### config.mk
export PLATFORM = sky130hd
export DESIGN_NAME = rr_grant_sched
export DESIGN_NICKNAME = d
export VERILOG_FILES = /design/src/rtl/rr_grant_pkg.sv /design/src/rtl/rr_grant_sched_pick.sv /design/src/rtl/rr_grant_sched.sv
export SDC_FILE = /design/constraint.sdc
export NUM_CORES = 1
export LEC_CHECK = 0
export ABC_CLOCK_PERIOD_IN_PS = 4960
export CORE_MARGIN = 3
export CORE_UTILIZATION = 45
export CTS_CLUSTER_SIZE = 8
export DETAILED_ROUTE_END_ITERATION = 8
export GPL_TIMING_DRIVEN = 0
export HOLD_SLACK_MARGIN = 0.02
export PLACE_DENSITY = 0.66
export SKIP_LAST_GASP = 1
export SLEW_MARGIN = 20
export SYNTH_ARGS = -nofsm -noshare
export SYNTH_HDL_FRONTEND = slang
export SYNTH_HIERARCHICAL = 1
export SYNTH_SLANG_ARGS = --single-unit
### constraint.sdc
create_clock -name hz100 -period 4.96 [get_ports hz100]
set_input_delay 0.496 -clock hz100 [delete_from_list [all_inputs] [get_ports hz100]]
set_output_delay 0.496 -clock hz100 [all_outputs]
set_load 0.01 [all_outputs]
### src/rtl/rr_grant_pkg.sv
// Shared types and sizes for the round-robin grant scheduler.
package rr_grant_pkg;
  typedef enum logic [1:0] {IDLE, GRANT, GAP} sched_state_t;
  localparam int NREQ   = 8;
  localparam int NSTEPS = 16;
endpackage

### src/rtl/rr_grant_sched_pick.sv
// Rotating priority encoder: first set request at or above ptr, wrapping 7->0.
module rr_pick
  import rr_grant_pkg::*;
(
  input  logic [NREQ-1:0] req,
  input  logic [2:0]      ptr,
  output logic            any,
  output logic [2:0]      idx
);

  always_comb begin
    logic [2:0] cand;
    any  = 1'b0;
    idx  = ptr;
    cand = ptr;
    // Walk from the farthest offset down so the nearest hit to ptr wins.
    for (int i = NREQ - 1; i >= 0; i--) begin
      cand = ptr + 3'(i);
      if (req[cand]) begin
        any = 1'b1;
        idx = cand;
      end
    end
  end

endmodule

### src/rtl/rr_grant_sched.sv
// Grants one of eight requesters for a fixed hold window, then enforces a dead gap.
//   state | meaning
//   IDLE  | waiting for any request; grants on the first cycle one is seen
//   GRANT | requester grant_idx holds the indicator; level counts down the window
//   GAP   | dead time after a grant; requests ignored
module rr_grant_sched
  import rr_grant_pkg::*;
#(
  parameter int TICKS_PER_STEP = 6,
  parameter int GAP_TICKS      = 10
) (
  input  logic              hz100,
  input  logic              reset,
  input  logic [NREQ-1:0]   req,
  output logic              grant_valid,
  output logic [2:0]        grant_idx,
  output logic [NSTEPS-1:0] level,
  output logic              done,
  output logic              expired
);

  localparam int TW = $clog2(TICKS_PER_STEP + 1);
  localparam int GW = $clog2(GAP_TICKS + 1);
  localparam logic [TW-1:0] TICK_LAST = TW'(TICKS_PER_STEP - 1);
  localparam logic [GW-1:0] GAP_LAST  = GW'(GAP_TICKS - 1);

  sched_state_t      state_q;
  logic [2:0]        ptr_q;
  logic [TW-1:0]     tick_q;
  logic [GW-1:0]     gap_q;
  logic [4:0]        steps_q;
  logic              grant_valid_q;
  logic [2:0]        grant_idx_q;
  logic [NSTEPS-1:0] level_q;
  logic              done_q;
  logic              expired_q;

  logic              pick_any;
  logic [2:0]        pick_idx;

  rr_pick u_pick (
    .req (req),
    .ptr (ptr_q),
    .any (pick_any),
    .idx (pick_idx)
  );

  // Timers are down-counters: tick_q and gap_q reload with their last value and end at zero.
  always_ff @(posedge hz100) begin
    if (reset) begin
      state_q       <= IDLE;
      ptr_q         <= '0;
      tick_q        <= '0;
      gap_q         <= '0;
      steps_q       <= '0;
      grant_valid_q <= 1'b0;
      grant_idx_q   <= '0;
      level_q       <= '0;
      done_q        <= 1'b0;
      expired_q     <= 1'b0;
    end else begin
      done_q <= 1'b0;
      case (state_q)
        IDLE: begin
          if (pick_any) begin
            state_q       <= GRANT;
            grant_valid_q <= 1'b1;
            grant_idx_q   <= pick_idx;
            ptr_q         <= pick_idx + 3'd1;
            steps_q       <= 5'(NSTEPS);
            tick_q        <= TICK_LAST;
            level_q       <= NSTEPS'(1) << (NSTEPS - 1);
          end
        end
        GRANT: begin
          // Release is checked first so it wins over expiry on the final tick.
          if (!req[grant_idx_q]) begin
            state_q       <= GAP;
            gap_q         <= GAP_LAST;
            grant_valid_q <= 1'b0;
            level_q       <= '0;
            done_q        <= 1'b1;
            expired_q     <= 1'b0;
          end else if (tick_q == '0) begin
            if (steps_q == 5'd1) begin
              state_q       <= GAP;
              gap_q         <= GAP_LAST;
              grant_valid_q <= 1'b0;
              level_q       <= '0;
              done_q        <= 1'b1;
              expired_q     <= 1'b1;
            end else begin
              steps_q <= steps_q - 5'd1;
              tick_q  <= TICK_LAST;
              level_q <= level_q >> 1;
            end
          end else begin
            tick_q <= tick_q - 1'b1;
          end
        end
        GAP: begin
          if (gap_q == '0) begin
            state_q <= IDLE;
          end else begin
            gap_q <= gap_q - 1'b1;
          end
        end
        default: state_q <= IDLE;
      endcase
    end
  end

  assign grant_valid = grant_valid_q;
  assign grant_idx   = grant_idx_q;
  assign level       = level_q;
  assign done        = done_q;
  assign expired     = expired_q;

endmodule

* Word-level counts from Yosys, hierarchy flattened
Cells that the tools add are included.
** Word-level totals
- Input bits :: 10
- Register bits after elaboration :: 39
- Output and inout port bits :: 22
** Operators by class
- Reductions and logical operators :: 14
- Mux-type cells :: 71
- Magnitude comparators :: 9
- Bitwise operators :: 1
- Equality and inequality tests :: 14
- Add/sub/neg operators :: 11
** Operators by type and width (count)
- $mux 16 :: 3
- $lt 3x4->1 const B :: 9
- $mux 3 :: 12
- $pmux 16 s2 :: 1
- $bmux 1 s3 :: 9
- $mux 1 :: 27
- $mux 5 :: 4
- $mux 4 :: 4
- $reduce_and 4->1 :: 4
- $mux 15 :: 1
- $add 3x3->3 const B :: 4
- $ne 2x2->1 const B :: 6
- $mux 2 :: 5
- $pmux 5 s2 :: 1
- $ne 3x3->1 const B :: 3
- $pmux 4 s2 :: 1
- $add 3x1->3 const B :: 2
- $add 3x2->3 const B :: 2
- $pmux 2 s3 :: 1
- $pmux 3 s2 :: 1
- $reduce_and 3->1 :: 2
- $eq 5x1->1 const B :: 1
- $reduce_and 5->1 :: 1
- $sub 5x1->5 const B :: 1
- 13 further kinds :: 15

* Logic depth before layout (Yosys ltp)
Gate-level depths: netlist of the first run.
- Word-level depth :: 13
- Mapped depth :: 15
- Gate-level depth less buffers :: 11

* Modules after synthesis
Netlist of the first run, hierarchy kept.
** By module, submodules not included
- rr_grant_sched :: cells an instance 216, area each 1798.0 um2, instances 1, seq. area each 780.7 um2
- rr_pick :: cells an instance 102, area each 938.4 um2, instances 1, seq. area each 0.0 um2

* Least setup slack after synthesis of the first run
No wires, ideal clock.
- Path kind :: register -> register
- Start :: register ptr_q[1]
- End :: register level_q[6], in the netlist level[6]
- Slack :: 1.289 ns
- Period minus slack after synthesis :: 3.671 ns
- Stages on the path, launching flop included :: 15
- Arrival :: 3.601 ns
- Required time :: 4.890 ns
- Cells stage by stage :: dfxtp_1 > buf_6 > buf_2 > inv_1 > ha_1 > clkbuf_1 > mux4_2 > mux2i_1 > nor3b_1 > nand4_1 > o21ai_0 > a21o_2 > buf_6 > nand2_1 > a21oi_1
** Between the ends
- Longest elaborated chain between the ends :: 13
- Elaborated cells between the ends (all ways) :: 33
** Ends and longest elaborated chain
- start, declared :: line rr_grant_sched.sv:28 : logic [2:0] ptr_q;
- start signal, assigned :: line rr_grant_sched.sv:69 : ptr_q <= pick_idx + 3'd1;
- $add 3x3->3 :: line rr_grant_sched_pick.sv:18 : cand = ptr + 3'(i);
- $bmux 1 s3 :: line rr_grant_sched_pick.sv:19 : if (req[cand]) begin
- $mux 1 (implied by the code) :: line rr_grant_sched_pick.sv:19
- $mux 1 (7 in series) :: line rr_grant_sched_pick.sv:19
- $mux 1 (*) :: line rr_grant_sched_pick.sv:19
- via pick_any :: line rr_grant_sched.sv:38 : logic pick_any;
- $ne 2x2->1 (no line) (*)
- $reduce_and 3->1 (no line) (*)
- end signal, assigned :: line rr_grant_sched.sv:72 : level_q <= NSTEPS'(1) << (NSTEPS - 1);
- end signal, assigned :: line rr_grant_sched.sv:95 : level_q <= level_q >> 1;
- end, declared :: line rr_grant_sched.sv:34 : logic [NSTEPS-1:0] level_q;
Mark *: on every way through the listed nets, which the timed path passes. The rest lies on a longest branch. The select of a mux whose other input is x is not followed.
A chain may end at the register's enable or synchronous reset.

* Worst setup path after layout of the first run
- Start :: register ptr_q[1]
- End :: register level_q[9], in the netlist level[9]
Same word-level chain as after synthesis.

==> results, run 1 <==
- The cell family contributing the most delay on the critical path is buffers and inverters.
- Setup repair after global routing left no endpoint under its margin.
- Counting stages on the worst path, the most repeated cell is buf_6.
- The worst register-to-register path has a setup slack of 0.51 ns.
- The layer carrying the most global-route usage is met2.
- The summed area of non-filler cells in the final layout is 0.003249 sq mm.
- 0 antenna diodes ended up in the layout.
- The total placed instance area is 0.003137 sq mm.
- The count of nets left with antenna violations after detail routing is 0.
- The worst setup path endpoint is level[9].
- The critical path crosses 14 cells after its start point.
- The kind of capture point of the worst setup path is a flop.
- The areal power density over the cells is 540.5 mW/mm^2.
- The analysis attributes to cell leakage a power of 1.108 nW.
- The via count of the first global-routing pass came to 2395.
- The endpoint identified for the worst register-to-register timing path is level[9].
- The worst-case reg-to-reg path depth is 14.
- The final clock skew is 0.007278 ns.
- Routability-driven placement finished with a final weighted congestion of 0.9337.
- The total setup buffers inserted after CTS is 0.
- Based on the critical path, the design can be clocked at up to 224.9 MHz.
- The final number of max-transition violations is 0.
- The register area share after synthesis is 28.53%.
- For this run, the leading register cell type out of synthesis is dfxtp_1.
- For this design the top-level I/O count stands at 32.
- The net count after synthesis is 334.
- Of all flip-flops after synthesis, the portion carrying an async set or reset was 0%.
- Across the run, the number of max-cap violations was 0.
- At the worst endpoint, the required time is 5.19 ns.
- Yosys printed 6 warnings.
- The aggregate global routing overflow is 0.
- The area of the mapped netlist is 0.002736 sq mm.
- The floorplan has 27 rows.
- By count the netlist is led by 48 x nand2_1, 39 x dfxtp_1, 38 x a21oi_1, 20 x nor2_1, 16 x nor3_1.
- In the final design database the tool counted 372 nets.
- For this run, design rule violations remaining after detail routing come to 0.
- The maximum net fanout on the critical path is 10.
- The routed wire length is 6584 um.
- In the final layout, the share of cells above drive strength 1 is 13.73%.
- The number of CTS-inserted buffers is 5.
- The cell at the root of the clock tree is clkbuf_8.
- In this run the tightest slew margin relative to its limit is 49.27%.
- The core box area is 0.005709 sq mm.
- The later pin in the worst-skew pair is clocked with a latency of 0.30 ns.
- Leaving out filler cells and counting taps, the final layout contains 429.
- IR analysis of the VDD net gives a maximum drop of 0.3726 mV.
- The global-route wire length before repair is 11440 um.
- Setup violations remaining at the end of the flow were counted as 0.
- The all-layer global routing usage is 19.51%.
- By area the synthesized netlist is led by dfxtp_1 29%, mux4_2 11%, a21oi_1 7.0%.
- The floorplan die area is 0.007053 sq mm.
- The die is 83.98 um tall.
- The gate count of the mapped netlist is 318.
- Walking the worst path, the cells encountered are buf_6, buf_2, inv_1, ha_1, clkbuf_1, mux4_2, mux2i_1, nor3b_1, nand4_1, o21ai_0, a21o_2, buf_6, nand2_1, a21oi_1.
- By startpoint and endpoint, the worst setup path is classified as flop to flop.
- The routed layout has 2480 vias.
- The total of hold buffers inserted after clock tree synthesis is 0.
- The number of buffers on the longest clock path is 2.
- The arrival time of the worst setup path is 4.68 ns.
- The fraction of met3 tracks used by global routing is 3.159%.
- The maximum number of pins on one net before global-route repair is 14.
- The worst reg2reg path startpoint is ptr_q[1].
- The number of distinct library cells after synthesis is 62.
- The first element of the critical path is ptr_q[1].
- The critical path startpoint category is a flop.
- The initial detailed-routing violation count is 183.
- The width of the die is 83.98 um.
- The flow ran to the end, and the final reports show no timing, DRC or antenna violations.
- The cell type of the slowest stage on the worst timing path is o21ai_0.
- The signed area change from the synthesized netlist to the final layout is 18.75%.
- The final number of hold-violating endpoints came to 0.
- The H-tree level count is 2.
- The setup TNS after final layout is 0 ns.
- The met1 track demand over resource in global routing is 24.91%.
- Together, buffers and inverters on the worst path number 5.
- The count of buffers added on input and output ports is 31.
- The number of clock sinks is 39.
- For this run, the slowest stage of the critical path takes 0.68 ns.
- The TritonCTS clock tree is yes.
- The initial antenna violation count is 0.
- The number of enable-type register cells in the synthesized netlist is 0.
- Detailed placement finished with a half-perimeter wire length of 4824 um.
- Dividing the final minimum period by the clock period gives 89.67%.
- For this run, global-route usage on met2 was measured as 33.84%.
- The count of state elements after synthesis is 39.
- dfxtp_1 takes more of the synthesized area than any other cell.
- After layout, the minimum clock period comes to 4.447 ns.
- The share of synthesized area in the top cell type comes to 28.53%.
- The initial core utilization is 47.93%.
- The min-delay analysis places its worst path in the category flop to flop.
- The routed wire length per instance is 15.35 um.
- In this run, post-CTS repair resized a total of 0 instances.
- The clock-pin slew on the worst setup and hold paths is 0.08 ns.
- The mean instance size in the synthesized netlist is 8.605 sq um.
- For the pin with the worst max-slew slack, the measured transition is 0.7530 ns.
- In the routed layout, each cell is associated on average with a via count of 5.781.
- The library cell with the highest instance count after synthesis is nand2_1.
- Including well taps, the total number of placed cells is 421.
- The first-pass detailed-route iteration total is 4.
[cells in the final DEF (no fill, tap or decap), types with 3 or more instances in the layout]
cell / instances
a211oi_1: 4
a21o_1: 3
a21oi_1: 38
a31oi_1: 3
buf_2: 4
buf_6: 4
clkbuf_1: 8
clkbuf_8: 5
clkdlybuf4s50_1: 31
dfxtp_1: 39
ha_1: 6
inv_1: 13
mux2_1: 4
mux2_2: 5
mux2i_1: 14
mux4_2: 13
nand2_1: 48
nand2b_1: 3
nand3_1: 7
nor2_1: 20
nor3_1: 16
o21ai_0: 6
or3_1: 4
[worst min path at each step]
stage	startpoint	endpoint	slack, ns	cells past startpoint
after floorplan	steps_q[1]	steps_q[1]	0.46	2
after global placement	level[0]	level[0]	0.45	2
after detailed placement	level[0]	level[0]	0.45	2
after CTS	level[0]	level[0]	0.46	2
after global routing	level[0]	level[0]	0.49	2
final	level[0]	level[0]	0.46	2
[cells by family after synthesis]
family                   synth area share, %
AO/OA/AOI/OAI                          19.66
XOR/XNOR                               1.281
adder cells (fa/ha/maj)                2.743
buffers and inverters                  5.395
flip-flops                             28.53
multiplexers                           21.08
AND/OR/NAND/NOR                        21.31
[worst min-delay path, delay by kind of cell, from the launching register on]
family | cells | cell delay (ns)
simple gates | 1 | 0.05
flops | 1 | 0.31
compound gates | 1 | 0.05
[power by group]
part | switching (mW) | internal, mW | total, mW
Sequential | 0.0610 | 0.377 | 0.438
Combinational | 0.592 | 0.461 | 1.05
Clock | 0.116 | 0.150 | 0.266
Total | 0.769 | 0.988 | 1.76
[final cells by class]
class / instances / area [sq um]
fill: 538 / 2460
timing repair buffer: 31 / 310.3
inverter: 13 / 48.80
multi-input combinational: 249 / 1808
clock inverter: 3 / 43.79
buffer: 17 / 98.84
sequential: 39 / 780.7
clock buffer: 5 / 68.82
tap: 72 / 90.09
[routing by layer]
layer | share of wire, % | wire [um] | up-vias
met5 | 0 | 0 | -
met4 | 1.7 | 111 | 0
met3 | 2.7 | 178 | 10
met2 | 49 | 3241 | 35
met1 | 46 | 3053 | 1188
li1 | - | - | 1247
[metrics by stage]
step | power [mW] | hold slack, ns | util (%) | setup WS [ns]
after global routing | 1.909 | 0.4871 | 56.91 | 0.1410
after CTS | 1.760 | 0.4602 | 56.91 | 0.5413
final | 1.756 | 0.4576 | 56.91 | 0.5126
after floorplan | 1.258 | 0.4632 | - | 1.289
after global placement | 1.480 | 0.4468 | 54.94 | 0.5840
after detailed placement | 1.487 | 0.4488 | 54.94 | 0.5721
[registers in the layout (all words and copies together) (netlist names)]
| name | cells |
|---|---|
| ptr_q | 3 |
| steps_q | 5 |
| state_q | 2 |
| done | 1 |
| gap_q | 4 |
| tick_q | 3 |
| grant_valid | 1 |
| level | 16 |
| grant_idx | 3 |
| expired | 1 |
Power figures use the tool's default switching activity.
==> inputs of run 2 (changes only) <==
CAP_MARGIN = 15   (was default)
==> results of run 2 <==
The final DEF is identical to that of run 1; final timing and power are the same.
==> inputs of run 3 (changes only) <==
CORE_UTILIZATION = 40   (was 45)
PLACE_DENSITY = default   (was 0.66)
==> run 3 against run 2 <==
First-iteration DRC count down 40%. Power up 3.0%. Sequential power about the same. Count of clock-buffer cells in the layout unchanged. Register-to-register slack worse by 0.10 ns. Routed wire length unchanged. Sequential cell count unchanged. Worst hold slack better by 0.0010 ns. Critical path depth unchanged. Critical path type unchanged.
==> results, run 3 (same netlist as run 1, synthesis figures left out) <==
- The final number of hold-violating endpoints is 0 (unchanged).
- The number of inserted diodes was 0 (unchanged).
- The number of standard-cell rows in the floorplan is 29 (+7.4%).
- The worst voltage drop across the vdd grid was 0.3799 mV (+2.0%).
- The most common cell after layout, fill and taps aside is nand2_1.
- Counting stages on the worst path, the most repeated cell is buf_6.
- The reported max-cap violation count is 0 (unchanged).
- The via count is 2492 (+0.48%).
- The routed wire length per instance was 15.17 um (-1.2%).
- The clock latency at the later pin of the worst-skew pair is 0.29 ns (about the same).
- The number of CTS-inserted buffers is 5 (unchanged).
- The first element of the critical path is ptr_q[1].
- The routed wire length was 6584 um (unchanged).
- The global-route wire length before repair is 11450 um (about the same).
- The relative max-transition margin was 46.11% (-3.2 points).
- Setup repair after global routing left no endpoint under its margin.
- The H-tree level count is 2 (unchanged).
- The final clock skew came to 0.009920 ns (+0.002642 ns).
- The width of the die was 88.71 um (+5.6%).
- The flip-flop count of the largest register, all copies and words added was 16 (unchanged).
- The arrival time of the worst setup path is 4.78 ns (+0.10 ns).
- The layout cell share with drive strength beyond 1 came to 13.73% (unchanged).
- The via count of the first global-routing pass came to 2382 (-0.54%).
- The setup slack after layout was 0.4081 ns (-0.1046 ns).
- Traced cell by cell, the critical path runs through buf_6, buf_2, inv_1, ha_1, clkbuf_1, mux4_2, mux2i_1, nor3b_1, nand4_1, o21ai_0, a21o_2, buf_6, nand2_1, a21oi_1.
- The kind of capture point of the worst setup path is a flop.
- The post-place setup slack is 0.5092 ns (-0.06281 ns).
- The flow ran to the end, and the final reports show no timing, DRC or antenna violations.
- The total setup buffers inserted after CTS is 0 (unchanged).
- The number of endpoints failing setup at the final stage was 0 (unchanged).
- The maximum achievable frequency came to 219.7 MHz (-2.3%).
- The number of nets in the finished design is 372 (unchanged).
- The category of the critical setup timing path is flop to flop.
- The clock-pin slew on the worst setup and hold paths was 0.08 ns (about the same).
- The kind of path behind the tightest hold check is flop to flop.
- The maximum number of pins on one net before global-route repair is 14 (unchanged).
- The post-cts sizing count is 0 (unchanged).
- Compared with the post-synthesis result, the final layout area differs by 19.84%.
- The library cells used most frequently in the layout, excluding fill and tap cells, are 48 x nand2_1, 39 x dfxtp_1, 38 x a21oi_1.
- The detail-routed via count per cell is 5.742 (-0.67%).
- The number of clock sinks is 39 (unchanged).
- The aggregate global routing overflow is 0 (unchanged).
- The initial core utilization came to 42.13% (-5.8 points).
- The final estimated routing congestion in global placement is 0.8643 (-7.4%).
- The number of fillers in the final layout came to 588 (+9.3%).
- The summed area of non-filler cells in the final layout was 0.003279 sq mm (+0.92%).
- The final number of max-transition violations is 0 (unchanged).
- The final routed DRC violation total came to 0 (unchanged).
- The share of the cycle needed by the critical path after routing is 91.77% (+2.1 points).
- The all-layer global routing usage is 18.26% (-1.2 points).
- The pin slew with the least headroom to its limit is 0.7999 ns (+0.04696 ns).
- The first-pass detailed-route iteration total is 5 (+1).
- The largest incremental delay on the critical path is 0.72 ns (+0.04 ns).
- The count of nets left with antenna violations after detail routing is 0 (unchanged).
- The detailed-placement wirelength estimate is 4886 um (+1.3%).
- The standby leakage power is 1.115 nW (+0.56%).
- The final critical-path required period was 4.552 ns (+0.1046 ns).
- The launch instance of the worst min-delay path is level[0].
- TritonCTS built the clock tree.
- In this run the clock root is driven by a clkbuf_8.
- In this run the critical register-to-register path is launched from ptr_q[1].
- The number of buffers on the longest clock path is 2 (unchanged).
- The core box area came to 0.006495 sq mm (+14%).
- The floorplan die area is 0.007869 sq mm (+12%).
- The number of placed I/O pins came to 32 (unchanged).
- The number of buffers inserted by port buffering was 31 (unchanged).
- The setup TNS after final layout is 0 ns (unchanged).
- The initial detailed-routing violation count is 109 (-40%).
- The areal power density over the cells was 551.6 mW/mm^2 (+2.0%).
- The total placed instance area is 0.003143 sq mm (+0.20%).
- The initial antenna violation count is 0 (unchanged).
- The maximum net fanout on the critical path is 10 (unchanged).
- The total of hold buffers inserted after clock tree synthesis is 0 (unchanged).
- The height of the chip was 88.71 um (+5.6%).
- For this design, the slowest cell found on the critical path is o21ai_0.
- The worst setup path is launched from a flop.
- The worst path required time is 5.19 ns (about the same).
run 3: power by group:
part	internal [mW]	total [mW]	switching, mW
clock	0.201	0.315	0.114
sequential	0.377	0.438	0.0612
combinational	0.462	1.06	0.594
run 3: worst paths after layout:
kind | endpoint | slack, ns | cells past startpoint
hold / removal | level[0] | 0.46 | 2
setup reg to reg | level[9] | 0.41 | 14
hold reg to reg | level[0] | 0.46 | 2
setup / recovery | level[9] | 0.41 | 14
run 3: layout make-up:
cell class	count	area (sq um)	share of cell area, %
buffer	17	98.84	3.014
clock buffer	5	68.82	2.098
clock inverter	3	67.56	2.060
inverter	13	48.80	1.488
multi-input combinational	249	1808	55.13
sequential	39	780.7	23.81
tap	77	96.34	2.938
timing repair buffer	31	310.3	9.462
run 3: worst max-delay path, delay by kind of cell, from the launching register on:
| family | cells | cell delay (ns) |
|---|---|---|
| AOI/OAI and AO/OA | 3 | 1.12 |
| buffers and inverters | 5 | 1.09 |
| muxes | 2 | 0.89 |
| DFF | 1 | 0.37 |
| adders and majority gates | 1 | 0.30 |
| and+or+nand+nor | 3 | 0.71 |
run 3: stage by stage:
step / hold slack [ns] / total power [mW] / std cells / util (%)
after floorplan: 0.4632 / 1.258 / 318 / -
after global placement: 0.4459 / 1.489 / 426 / 48.39
after detailed placement: 0.4522 / 1.493 / 426 / 48.39
after CTS: 0.4628 / 1.814 / 434 / 50.49
after global routing: 0.4979 / 1.965 / 434 / 50.49
final: 0.4586 / 1.809 / 434 / 50.49
run 3: layer usage:
layer	global-route usage (%)	up-vias	part of all wire, %
met5	0	-	0
met4	5.632	0	2.0
met3	3.352	14	3.6
met2	29.89	68	48
met1	24.41	1157	47
li1	-	1253	-
